## config.mk

```make
export PLATFORM = sky130hd
export DESIGN_NAME = wb_cmd_master
export DESIGN_NICKNAME = d
export VERILOG_FILES = /design/src/rtl/wb_pkg.sv /design/src/rtl/wb_cmd_fifo.sv /design/src/rtl/wb_cmd_master.sv
export SDC_FILE = /design/constraint.sdc
export NUM_CORES = 1
export LEC_CHECK = 0
export CAP_MARGIN = 25
export CORE_MARGIN = 4
export CORE_UTILIZATION = 49
export CTS_CLUSTER_DIAMETER = 40
export DETAILED_ROUTE_END_ITERATION = 8
export PLACE_DENSITY_LB_ADDON = 0.05
export SLEW_MARGIN = 20
export SYNTH_ARGS = -nofsm -noshare
export SYNTH_HDL_FRONTEND = slang
export SYNTH_HIERARCHICAL = 1
export SYNTH_SLANG_ARGS = --single-unit
```

## constraint.sdc

```tcl
create_clock -name p_clk -period 2.72 [get_ports p_clk]
set_input_delay 0.544 -clock p_clk [delete_from_list [all_inputs] [get_ports p_clk]]
set_output_delay 0.544 -clock p_clk [all_outputs]
set_load 0.1 [all_outputs]
```

## src/rtl/wb_pkg.sv

```systemverilog
// Shared types for the Wishbone command master.
// State encoding and the queued command bundle.
package wb_pkg;

    localparam int WB_ADR_W = 32;
    localparam int WB_DAT_W = 32;
    localparam int WB_SEL_W = WB_DAT_W / 8;

    typedef enum logic [1:0] {
        IDLE,
        BUS,
        GAP,
        RESP
    } wb_state_e;

    typedef struct packed {
        logic                we;
        logic [WB_ADR_W-1:0] adr;
        logic [WB_DAT_W-1:0] dat;
        logic [WB_SEL_W-1:0] sel;
    } wb_cmd_t;

endpackage

```

## src/rtl/wb_cmd_fifo.sv

```systemverilog
// Synchronous command FIFO, power-of-two depth.
// A push while full is dropped even if a pop happens the same cycle.
module wb_cmd_fifo
    import wb_pkg::*;
#(
    parameter int DEPTH = 4
) (
    input  logic    p_clk,
    input  logic    p_reset,
    input  logic    i_push,
    input  wb_cmd_t i_data,
    input  logic    i_pop,
    output wb_cmd_t o_data,
    output logic    o_full,
    output logic    o_empty
);

    localparam int AW = $clog2(DEPTH);

    wb_cmd_t        r_mem [DEPTH];
    logic [AW-1:0]  r_wr;
    logic [AW-1:0]  r_rd;
    logic [AW:0]    r_cnt;
    logic           w_push;
    logic           w_pop;

    assign o_full  = (r_cnt == (AW+1)'(DEPTH));
    assign o_empty = (r_cnt == '0);
    assign w_push  = i_push && !o_full;
    assign w_pop   = i_pop && !o_empty;
    assign o_data  = r_mem[r_rd];

    always_ff @(posedge p_clk) begin
        if (w_push) begin
            r_mem[r_wr] <= i_data;
        end
    end

    always_ff @(posedge p_clk) begin
        if (p_reset) begin
            r_wr  <= '0;
            r_rd  <= '0;
            r_cnt <= '0;
        end else begin
            if (w_push) begin
                r_wr <= r_wr + 1'b1;
            end
            if (w_pop) begin
                r_rd <= r_rd + 1'b1;
            end
            if (w_push && !w_pop) begin
                r_cnt <= r_cnt + 1'b1;
            end else if (w_pop && !w_push) begin
                r_cnt <= r_cnt - 1'b1;
            end
        end
    end

endmodule

```

## src/rtl/wb_cmd_master.sv

```systemverilog
// Wishbone classic single-transfer master fed by a command FIFO.
// Define WB_TIMEOUT_EN to abort silent bus cycles after TIMEOUT_CYC cycles.
module wb_cmd_master
    import wb_pkg::*;
#(
    parameter int FIFO_DEPTH  = 4,
    parameter int MAX_RETRY   = 3
`ifdef WB_TIMEOUT_EN
    ,
    parameter int TIMEOUT_CYC = 64
`endif
) (
    input  logic                p_clk,
    input  logic                p_reset,
    input  logic                cmd_valid,
    output logic                cmd_ready,
    input  logic                cmd_we,
    input  logic [WB_ADR_W-1:0] cmd_adr,
    input  logic [WB_DAT_W-1:0] cmd_dat,
    input  logic [WB_SEL_W-1:0] cmd_sel,
    output logic                rsp_valid,
    input  logic                rsp_ready,
    output logic [WB_DAT_W-1:0] rsp_dat,
    output logic                rsp_err,
    output logic [WB_ADR_W-1:0] p_wb_ADR_O,
    output logic [WB_DAT_W-1:0] p_wb_DAT_O,
    input  logic [WB_DAT_W-1:0] p_wb_DAT_I,
    output logic [WB_SEL_W-1:0] p_wb_SEL_O,
    output logic                p_wb_CYC_O,
    output logic                p_wb_STB_O,
    output logic                p_wb_WE_O,
    output logic                p_wb_LOCK_O,
    input  logic                p_wb_ACK_I,
    input  logic                p_wb_ERR_I,
    input  logic                p_wb_RTY_I,
    output logic [31:0]         xfer_cnt
);

    localparam int RW = $clog2(MAX_RETRY + 2);

    wb_state_e          r_state;
    wb_cmd_t            r_cmd;
    logic               r_cyc;
    logic               r_stb;
    logic               r_we;
    logic [RW-1:0]      r_retry;
    logic               r_rsp_valid;
    logic [WB_DAT_W-1:0] r_rsp_dat;
    logic               r_rsp_err;
    logic [31:0]        r_xfer;

    wb_cmd_t            w_in;
    wb_cmd_t            w_head;
    logic               w_full;
    logic               w_empty;
    logic               w_pop;
    logic               w_live;
    logic               w_err;
    logic               w_ack;
    logic               w_rty;
    logic               w_tmo;
    logic               w_abort;

    assign w_in  = '{we: cmd_we, adr: cmd_adr, dat: cmd_dat, sel: cmd_sel};
    assign w_pop = (r_state == IDLE) && !w_empty;

    wb_cmd_fifo #(
        .DEPTH (FIFO_DEPTH)
    ) u_fifo (
        .p_clk   (p_clk),
        .p_reset (p_reset),
        .i_push  (cmd_valid),
        .i_data  (w_in),
        .i_pop   (w_pop),
        .o_data  (w_head),
        .o_full  (w_full),
        .o_empty (w_empty)
    );

    // Slave strobes only count inside an active cycle; ERR > ACK > RTY.
    assign w_live = (r_state == BUS) && r_cyc && r_stb;
    assign w_err  = w_live && p_wb_ERR_I;
    assign w_ack  = w_live && !p_wb_ERR_I && p_wb_ACK_I;
    assign w_rty  = w_live && !p_wb_ERR_I && !p_wb_ACK_I && p_wb_RTY_I;

`ifdef WB_TIMEOUT_EN
    localparam int TW = $clog2(TIMEOUT_CYC + 1);
    logic [TW-1:0] r_tmo;
    assign w_tmo = w_live && !p_wb_ERR_I && !p_wb_ACK_I && !p_wb_RTY_I
                && (r_tmo == TW'(TIMEOUT_CYC - 1));

    always_ff @(posedge p_clk) begin
        if (p_reset || r_state != BUS) begin
            r_tmo <= '0;
        end else if (!w_tmo) begin
            r_tmo <= r_tmo + 1'b1;
        end
    end
`else
    assign w_tmo = 1'b0;
`endif

    assign w_abort = w_err || w_tmo
                  || (w_rty && int'(r_retry) >= MAX_RETRY);

    always_ff @(posedge p_clk) begin
        if (p_reset) begin
            r_state     <= IDLE;
            r_cmd       <= '0;
            r_cyc       <= 1'b0;
            r_stb       <= 1'b0;
            r_we        <= 1'b0;
            r_retry     <= '0;
            r_rsp_valid <= 1'b0;
            r_rsp_dat   <= '0;
            r_rsp_err   <= 1'b0;
            r_xfer      <= '0;
        end else begin
            unique case (r_state)
                IDLE: begin
                    if (!w_empty) begin
                        r_cmd   <= w_head;
                        r_we    <= w_head.we;
                        r_cyc   <= 1'b1;
                        r_stb   <= 1'b1;
                        r_retry <= '0;
                        r_state <= BUS;
                    end
                end
                BUS: begin
                    if (w_abort || w_ack || w_rty) begin
                        r_cyc <= 1'b0;
                        r_stb <= 1'b0;
                        r_we  <= 1'b0;
                    end
                    if (w_abort) begin
                        r_rsp_err   <= 1'b1;
                        r_rsp_dat   <= '0;
                        r_rsp_valid <= 1'b1;
                        r_state     <= RESP;
                    end else if (w_ack) begin
                        r_rsp_err   <= 1'b0;
                        r_rsp_dat   <= r_cmd.we ? '0 : p_wb_DAT_I;
                        r_rsp_valid <= 1'b1;
                        r_xfer      <= r_xfer + 1'b1;
                        r_state     <= RESP;
                    end else if (w_rty) begin
                        r_retry <= r_retry + 1'b1;
                        r_state <= GAP;
                    end
                end
                GAP: begin
                    r_cyc   <= 1'b1;
                    r_stb   <= 1'b1;
                    r_we    <= r_cmd.we;
                    r_state <= BUS;
                end
                RESP: begin
                    if (rsp_ready) begin
                        r_rsp_valid <= 1'b0;
                        r_state     <= IDLE;
                    end
                end
                default: r_state <= IDLE;
            endcase
        end
    end

    assign cmd_ready   = !w_full;
    assign rsp_valid   = r_rsp_valid;
    assign rsp_dat     = r_rsp_dat;
    assign rsp_err     = r_rsp_err;
    assign p_wb_ADR_O  = r_cmd.adr;
    assign p_wb_DAT_O  = r_cmd.dat;
    assign p_wb_SEL_O  = r_cmd.sel;
    assign p_wb_CYC_O  = r_cyc;
    assign p_wb_STB_O  = r_stb;
    assign p_wb_WE_O   = r_we;
    assign p_wb_LOCK_O = 1'b0;
    assign xfer_cnt    = r_xfer;

endmodule
```

# After elaboration in Yosys (flattened, before gate mapping)
# Memories as Yosys holds them, arrays and structs flattened. A register that Yosys moved wholly into a read port is not among the register bits.
# Cells that the tools add are included.
# Widths: inputs -> output; s select.
[classes]
addsub = 6
order_cmp = 1
n_eq_ne = 12
muxes = 31
n_bitwise = 2
reduce_logical = 36
[ops]
columns = ["cell", "n"]
rows = [
  ["$mux 32", 3],
  ["$add 32x1->32 const B", 1],
  ["$mux 3", 6],
  ["$mux 2", 7],
  ["$logic_and 1x1->1", 13],
  ["$reduce_and 3->1", 4],
  ["$mux 1", 10],
  ["$ne 2x2->1 const B", 5],
  ["$pmux 2 s4", 1],
  ["$reduce_bool 2->1", 4],
  ["$add 3x1->3 const B", 2],
  ["$logic_not 1->1", 6],
  ["$pmux 1 s3", 2],
  ["$pmux 3 s2", 1],
  ["$reduce_and 5->1", 1],
  ["$add 2x1->2 const B", 2],
  ["$eq 2x2->1 const B", 2],
  ["$ne 4x4->1 const B", 1],
  ["$reduce_and 2->1", 2],
  ["$eq 3x3->1 const B", 1],
  ["$ge 3x2->1 const B", 1],
  ["$logic_not 3->1", 1],
  ["$logic_or 1x1->1", 3],
  ["$ne 3x3->1 const B", 1],
  ["other kinds (7)", 8],
]
[word_totals]
ff_bits = 149
ramBits = 276
in_bits = 108
output_inout_bits = 139
wordCells = 104
n_memories = 1
[memory_table]
columns = ["name", "words", "word_bits", "read_ports", "rd_ports_with_merged_regs", "write_ports", "line_no", "source"]
rows = [
  ["u_fifo.r_mem", 4, 69, 1, 1, 1, "wb_cmd_fifo.sv:20", "wb_cmd_t r_mem [DEPTH];"],
]

# Longest topological paths before layout
# Gate-level depths: netlist (run 1).
[logic_depth]
ltp_word = 12
ltp_mapped = 13
ltp_nobuf = 11

# By module
# The synthesis (run 1) kept the hierarchy.
[modules_own_cells]
columns = ["module", "n_inst", "cells_each", "area_per_inst_um2", "seq_area_each_um2"]
rows = [
  ["wb_cmd_fifo", 1, 409, 10422.5, 8468.1],
  ["wb_cmd_master", 1, 762, 6128.4, 2842.7],
]

# Worst setup path before layout (run 1)
# No wires, ideal clock.
[synth_path]
kind = "input-to-reg"
startpoint = "input cmd_valid"
endpoint = "memory u_fifo/r_mem[2][0] (netlist name) (enable)"
setup_ps = 435
arrival_ps = 2496
t_required_ps = 2285
setup_slack_ps = -211
cell_stages = 3
n_path_buf = 0
cell_sequence = "inv_1 nor2_1 and2_1"
[synth_via]
elab_chain_len = 3
[synth_rtl]
columns = ["element", "line_no", "source"]
rows = [
  ["from (decl)", "wb_cmd_master.sv:15", "input logic cmd_valid,"],
  ["$logic_and 1x1->1", "wb_cmd_fifo.sv:29", "assign w_push = i_push && !o_full;"],
  ["net u_fifo.w_push", "wb_cmd_fifo.sv:24", "logic w_push;"],
  ["$mux 1", "wb_cmd_fifo.sv:34", "if (w_push) begin"],
  ["$mux 1 (implied by the code)", "wb_cmd_fifo.sv:35", "r_mem[r_wr] <= i_data;"],
  ["to (decl)", "wb_cmd_fifo.sv:20", ""],
]
# The timed path passes the listed nets, and every way through them passes these cells.

# Final worst setup path (run 1)
[layout_path]
startpoint = "register r_state[0]"
endpoint = "register u_fifo.r_cnt[2]"
[layout_via]
elab_chain_len = 6
word_cells_on_any_way = 8
cone_classes = "1 x mux; 7 x reduce/logical"
[layout_rtl]
columns = ["element", "line_no", "source"]
rows = [
  ["from (decl)", "wb_cmd_master.sv:41", "wb_state_e r_state;"],
  ["from (signal assigned)", "wb_cmd_master.sv:108", "r_state <= IDLE;"],
  ["from (signal assigned)", "wb_cmd_master.sv:127", "r_state <= BUS;"],
  ["from (signal assigned)", "wb_cmd_master.sv:140", "r_state <= RESP;"],
  ["$logic_not 2->1 (*)", "wb_cmd_master.sv:65", "assign w_pop = (r_state == IDLE) && !w_empty;"],
  ["$logic_and 1x1->1 (*)", "wb_cmd_master.sv:65", ""],
  ["$logic_and 1x1->1 (*)", "wb_cmd_fifo.sv:30", "assign w_pop = i_pop && !o_empty;"],
  ["$logic_not 1->1", "wb_cmd_fifo.sv:51", "if (w_push && !w_pop) begin"],
  ["$logic_and 1x1->1", "wb_cmd_fifo.sv:51", ""],
  ["$mux 3 or $reduce_bool 2->1 (tied branches)", "--", ""],
  ["to (signal assigned)", "wb_cmd_fifo.sv:52", "r_cnt <= r_cnt + 1'b1;"],
  ["to (signal assigned)", "wb_cmd_fifo.sv:54", "r_cnt <= r_cnt - 1'b1;"],
  ["to (decl)", "wb_cmd_fifo.sv:23", "logic [AW:0] r_cnt;"],
]
# Every way passes the cells marked *; elsewhere a longest branch is shown, timed or not.
# A chain may end at the register's enable or synchronous reset.

==> flow_summary_export.csv, run 1 <==
group,metric,value,unit
run_status,outcome,"complete, no violations",
clock_network,postCtsSetupBuffers,0,
finish,layout.nets,1496,
drt,drt_first_pass_iters,4,
timing,hold_viol,0,
floorplan,die_area,36780,sq um
floorplan,die_y,191.8,um
floorplan,start_util,0.4948,
yosys,syn_nets,1294,
timing,whs,416.3,ps
global_routing,grt_pass1_wl,54460,um
hold_path,holdCritPathClass,"in2reg",
hold_path,worstHoldStart,"p_reset",
drt,post-route-drc-count,0,
yosys,yosysUniqueCellTypes,53,
global_routing,grt.total_usage,0.1895,
worst_setup_path,crit_chain,"inv_1, ha_1, nand2b_4, inv_2, o31ai_1, ha_1, inv_1, fa_1, xor2_1, or3_1, a21oi_1",
yosys,synth-edff-count,276,
clock_network,hold_buffers,0,
global_routing,antenna_found_initial,3,
finish,fin_cells,1871,
yosys,syn_area,16550,sq um
floorplan,boundaryPins,247,
placed_design,placement.io_buffers,245,
placed_design,globalplace.congestion,0.7740,
finish,num-fill-cells,2588,
worst_setup_path,cp_data_arrival_time,2920,ps
clock_network,cts_buffers,56,
clock_network,worst_skew_pair.late_latency,580,ps
timing,fin_tns_setup,0,ps
drt,dr.first_iter.drc_count,524,
timing,fin_skew,18.60,ps
clock_network,cts_root_buf,"clkbuf_16",
yosys,synth_warnings,6,
global_routing,overflow,0,
placed_design,place_inst,1763,
timing,rsz0062_at_grt,"no",
clock_network,cts.path.max_buffers,3,
yosys,synth_ff_type,"edfxtp_1",
yosys,ys_seq_area_frac,0.6834,
worst_setup_path,reg2reg_from,"r_state[0]$_SDFFE_PP0P_",
worst_setup_path,crit_start,"r_state[0]$_SDFFE_PP0P_",
clock_network,htree_levels,2,
timing,fin_crit,2426,ps
yosys,synth_top_area_share,0.5008,
finish,final_cell_mix,"edfxtp_1, nand2_1, buf_4",
worst_setup_path,critPathLaunchType,"flip-flop",
finish,drive_gt1_frac,0.2569,
flow_run,cap_violations,0,
finish,final_util,0.6185,
worst_setup_path,critPathMaxStageDelay,430,ps
timing,worst_slew_pin_slew,898.4,ps
drt,routed_wl,35420,um
timing,slew_viol_final,0,
worst_setup_path,crit_path_max_fanout,6,
clock_network,cts_tree,"done",
drt,dr_total_vias,9886,
power,power,23.17,mW
worst_setup_path,crit_path_top_delay_cell,"dfxtp_1",
floorplan,coreArea,33450,sq um
clock_network,cts_resized,0,
global_routing,grt_max_degree,70,
finish,fin_area,20690,sq um
yosys,synthArstFlopShare,0,
worst_setup_path,required,3210,ps
yosys,synthCells,1171,
floorplan,fp-row-count,67,
power,p_leak,7.222,nW
drt,avgViaCountPerCell,5.284,
yosys,avgSynthCellArea,14.13,sq um
yosys,ys_ff_latch,427,
finish,area_delta_synth_final,24.99,%
placed_design,post-place-ws,51.39,ps
finish,multi_input_area,4357,sq um
placed_design,hpwl,21760,um
clock_network,clock-sinks,427,
placed_design,placed_cell_area,18830,sq um
worst_setup_path,cp-end-kind,"flip-flop",
finish,regArea,11330,sq um
timing,setup_viol,0,
timing,fin_crit_sh,0.8918,
timing,layout_setup_ws,294.2,ps
floorplan,die_x,191.8,um
global_routing,grt_pass1_vias,9746,
power,powerDensity,1120,nW/um^2
power,irDropWorstVdd,1.113,mV
finish,final_common_cell,"edfxtp_1",
timing,fmax,412.2,MHz
yosys,synth_area_leader_cell,"edfxtp_1",
worst_setup_path,path_class,"reg2reg",
timing,relSlewSlack,0.4011,
clock_network,path_clk_slew,50,ps
drt,wl_per_cell,18.93,um
yosys,synth.area.top_cells,"edfxtp_1, dfxtp_1, mux4_2",
drt,antenna_left,0,
[cell usage after synthesis (3+ instances only)]
library cell / count
nor2b_1: 3
edfxtp_1: 276
and2_1: 5
nor2_1: 23
nor3_1: 3
mux4_2: 69
mux2i_1: 5
nand2b_1: 6
clkbuf_1: 51
buf_2: 4
a21oi_1: 128
nand4_1: 8
xor2_1: 7
or4_1: 15
nand3_1: 10
o31ai_1: 13
dfxtp_1: 151
buf_4: 75
xnor2_1: 4
o21ai_0: 47
or3_1: 15
ha_1: 14
inv_1: 18
a221oi_1: 3
nand2_1: 182
[report_power, final]
part	total (mW)	switching, mW	leakage, nW	internal, mW
Clock	7.11	2.76	0.905	4.36
Combinational	7.70	5.49	2.55	2.21
Sequential	8.36	0.519	3.77	7.84
[routing by layer]
metal  part of all wire  global-route usage  vias up
met5            0.00056                   0        -
met4              0.018             0.05387        2
met3              0.069             0.04380       59
met2               0.47              0.3038      271
met1               0.44              0.2623     4867
li1                   -                   -     4687
[critical path, delay by kind of cell, from the launching register on]
family                     cells  cell delay, ps
adders and majority gates      3             920
DFF                            1             430
and+or+nand+nor                2             410
AOI/OAI and AO/OA              2             240
buffers and inverters          3             190
xor gates and xnor gates       1             150
[kinds of logic after synthesis]
| kind of cell | count (synthesis) | share of synthesized area |
|---|---|---|
| buffers and inverters | 154 | 0.05511 |
| other | 1 | 0.0002266 |
| xor gates and xnor gates | 11 | 0.005821 |
| and+or+nand+nor | 284 | 0.07877 |
| AOI/OAI and AO/OA | 203 | 0.06660 |
| muxes | 76 | 0.09828 |
| adders and majority gates | 15 | 0.01179 |
| DFF | 427 | 0.6834 |
[area by class of cell]
type                            instances  area share
Clock inverter                         35     0.01651
Timing Repair Buffer                  279      0.1213
Multi-Input combinational cell        590      0.2106
Inverter                               19    0.003447
Sequential cell                       427      0.5478
Clock buffer                           71     0.07294
Tap cell                              448     0.02710
Antenna cell                            2   0.0002419
[state kept, by name, summed over array words and instances, names as in the netlist, 3 cells and up, named ones only]
name and flops:
p_wb_ADR_O 32, p_wb_DAT_O 32, p_wb_SEL_O 4, r_retry 3
rsp_dat 32, u_fifo/r_cnt 3, u_fifo/r_mem 276, xfer_cnt 32
[final timing paths]
path	depth (start not counted)	end	slack [ps]
setup / recovery	11	u_fifo/r_cnt[2]$_SDFFE_PP0P_	290
hold / removal	2	xfer_cnt[0]$_SDFFE_PP0P_	420
setup reg to reg	11	u_fifo/r_cnt[2]$_SDFFE_PP0P_	290
hold reg to reg	2	p_wb_ADR_O[26]$_SDFFE_PP0P_	450
No activity file was read; power rests on OpenSTA's default activity.
==> run 2, diff against run 1 <==
--- a/config.mk
+++ b/config.mk
@@ -5,7 +5,7 @@
 export SDC_FILE = /design/constraint.sdc
 export NUM_CORES = 1
 export LEC_CHECK = 0
-export CAP_MARGIN = 25
+export CAP_MARGIN = 40
 export CORE_MARGIN = 4
 export CORE_UTILIZATION = 49
 export CTS_CLUSTER_DIAMETER = 40
==> constraint.sdc (replaced) <==
create_clock -name p_clk -period 2 [get_ports p_clk]
set_input_delay 0.4 -clock p_clk [delete_from_list [all_inputs] [get_ports p_clk]]
set_output_delay 0.4 -clock p_clk [all_outputs]
set_load 0.1 [all_outputs]
==> run 2 against run 1 <==
The flow now finishes with violations (negative setup slack). Highest routed layer unchanged. Sequential power grew 35%. Largest cell class unchanged. Combinational power grew 44%. Clock skew is essentially flat. Critical endpoint unchanged.
==> flow_summary_export.csv, run 2 (synthesized netlist as in run 1, its figures left out) <==
group,metric,value,unit
drt,post-route-drc-count,0,
worst_setup_path,required,2500,ps
finish,multi_input_area,4483,sq um
floorplan,die_area,36780,sq um
drt,drt_first_pass_iters,5,
floorplan,die_x,191.8,um
worst_setup_path,crit_chain,"inv_1, buf_4, ha_4, nand2b_4, inv_2, o31ai_4, ha_2, inv_2, fa_2, xor2_1, or3_1, a21oi_2",
timing,rsz0062_at_grt,"yes",
timing,fmax,483.4,MHz
finish,regArea,11430,sq um
drt,routed_wl,36000,um
worst_setup_path,crit_cells,12,
worst_setup_path,path_class,"reg2reg",
global_routing,grt_max_degree,83,
drt,wl_per_cell,18.91,um
timing,fin_skew,18.99,ps
run_status,outcome,"complete, but fails checks",
clock_network,cts_buffers,54,
timing,fin_crit,2069,ps
clock_network,cts_tree,"done",
finish,final_cell_mix,"edfxtp_1, buf_4, nand2_1",
worst_setup_path,critPathMaxStageDelay,320,ps
worst_setup_path,crit_top_cell,"inv_2",
timing,hold_viol,0,
worst_setup_path,crit_path_top_delay_cell,"dfxtp_2",
timing,setup_viol,3,
floorplan,die_y,191.8,um
placed_design,hpwl,22940,um
finish,largest_register_ffs,276,
timing,layout_setup_ws,-68.69,ps
worst_setup_path,crit_start,"r_state[1]$_SDFFE_PP0P_",
hold_path,hold_depth,2,
global_routing,gr-max-usage-layer,"met2",
global_routing,grt_pass1_vias,9996,
worst_setup_path,reg2regPathDepth,12,
clock_network,htree_levels,2,
clock_network,path_clk_slew,60,ps
worst_setup_path,path_buf_inv,4,
finish,n_antenna_cell,0,
global_routing,use_met3,0.04271,
finish,layout.nets,1534,
power,powerDensity,1502,nW/um^2
worst_setup_path,ff2ff_setup_slack,-70,ps
clock_network,worst_skew_pair.late_latency,570,ps
global_routing,met1_usage,0.2579,
worst_setup_path,crit_path_max_fanout,2,
finish,num-fill-cells,2538,
global_routing,overflow,0,
worst_setup_path,cp-end-kind,"flip-flop",
flow_run,cap_violations,0,
drt,dr.first_iter.drc_count,471,
placed_design,globalplace.congestion,0.7765,
clock_network,cts_root_buf,"clkbuf_16",
hold_path,holdCritPathClass,"in2reg",
global_routing,grt.total_usage,0.1933,
clock_network,clock-sinks,427,
finish,fin_area,21360,sq um
global_routing,antenna_found_initial,2,
timing,fin_crit_sh,1.034,
timing,slew_viol_final,0,
timing,worst_slew_pin_slew,717.7,ps
worst_setup_path,critPathLaunchType,"flip-flop",
drt,antenna_left,0,
worst_setup_path,crit_end,"u_fifo/r_cnt[2]$_SDFFE_PP0P_",
global_routing,grt_pass1_wl,55380,um
floorplan,start_util,0.4948,
finish,regMostFlops,"u_fifo/r_mem",
floorplan,fp-row-count,67,
power,p_leak,7.490,nW
floorplan,boundaryPins,247,
finish,drive_gt1_frac,0.3049,
worst_setup_path,reg2reg_from,"r_state[1]$_SDFFE_PP0P_",
power,irDropWorstVdd,1.168,mV
clock_network,cts.path.max_buffers,3,
worst_setup_path,crit_family,"adder cells",
placed_design,placed_cell_area,19440,sq um
worst_setup_path,worstReg2RegEnd,"u_fifo/r_cnt[2]$_SDFFE_PP0P_",
worst_setup_path,cp_data_arrival_time,2570,ps
drt,avgViaCountPerCell,5.248,
floorplan,coreArea,33450,sq um
finish,final_common_cell,"edfxtp_1",
drt,dr_total_vias,9992,
finish,area_delta_synth_final,29.06,%
placed_design,placement.io_buffers,245,
finish,final_util,0.6386,
global_routing,met2_usage,0.3249,
run_status,violations,"negative setup slack",
timing,relSlewSlack,0.5215,
## run 2: how the worst min path moves through the flow
stage / end / startpoint / slack [ps]
after floorplan: p_wb_ADR_O[0]$_SDFFE_PP0P_ / p_wb_ADR_O[0]$_SDFFE_PP0P_ / 440
after global placement: p_wb_DAT_O[27]$_SDFFE_PP0P_ / p_wb_DAT_O[27]$_SDFFE_PP0P_ / 440
after detailed placement: p_wb_DAT_O[17]$_SDFFE_PP0P_ / p_wb_DAT_O[17]$_SDFFE_PP0P_ / 450
after CTS: u_fifo/r_cnt[1]$_SDFFE_PP0P_ / p_reset / 300
after global routing: xfer_cnt[5]$_SDFFE_PP0P_ / p_reset / 320
final: xfer_cnt[4]$_SDFFE_PP0P_ / p_reset / 300
## run 2: worst register-to-register path: stages, from the launching register on
cell	delay [ps]
dfxtp_2	320
inv_1	50
buf_4	140
ha_4	160
nand2b_4	60
inv_2	40
o31ai_4	60
ha_2	230
inv_2	40
fa_2	320
xor2_1	150
or3_1	320
a21oi_2	110
## run 2: metrics by stage
| step | instances | hold slack (ps) | total power, mW | setup WS, ps | TNS, ps |
|---|---|---|---|---|---|
| final | 1904 | 296.0 | 32.08 | -68.69 | -91.22 |
| after global routing | 1904 | 324.0 | 33.54 | -197.4 | -1101 |
| after CTS | 1902 | 295.3 | 32.48 | -74.84 | -111.1 |
| after detailed placement | 1800 | 447.4 | 22.72 | -455.5 | -26740 |
| after global placement | 1799 | 441.9 | 22.54 | -426.1 | -26440 |
| after floorplan | 1171 | 436.7 | 20.40 | -326.0 | -33550 |
## run 2: layout make-up
type	count	area share
Clock buffer	70	0.06847
Clock inverter	31	0.01681
Inverter	19	0.003456
Multi-Input combinational cell	590	0.2099
Sequential cell	427	0.5349
Tap cell	448	0.02624
Timing Repair Buffer	319	0.1402
## run 2: power breakdown
| group | leakage (nW) | internal, mW | total (mW) | switching (mW) |
|---|---|---|---|---|
| combinational | 2.83 | 3.49 | 11.1 | 7.66 |
| clock | 0.877 | 5.89 | 9.61 | 3.72 |
| sequential | 3.78 | 10.6 | 11.3 | 0.672 |
## run 2: timing repair
action,in CTS,in global routing
buffers inserted,1,2
resized for setup,4,14
endpoints found under the setup margin,13,28
pin swaps,3,1
hold buffers,0,0
## run 2: routing by layer
metal	part of all wire	wire length, um	vias up
met1	0.43	15330	4899
met2	0.49	17770	279
li1	-	-	4773
met3	0.066	2393	37
met5	0.00072	26	-
met4	0.013	479	4
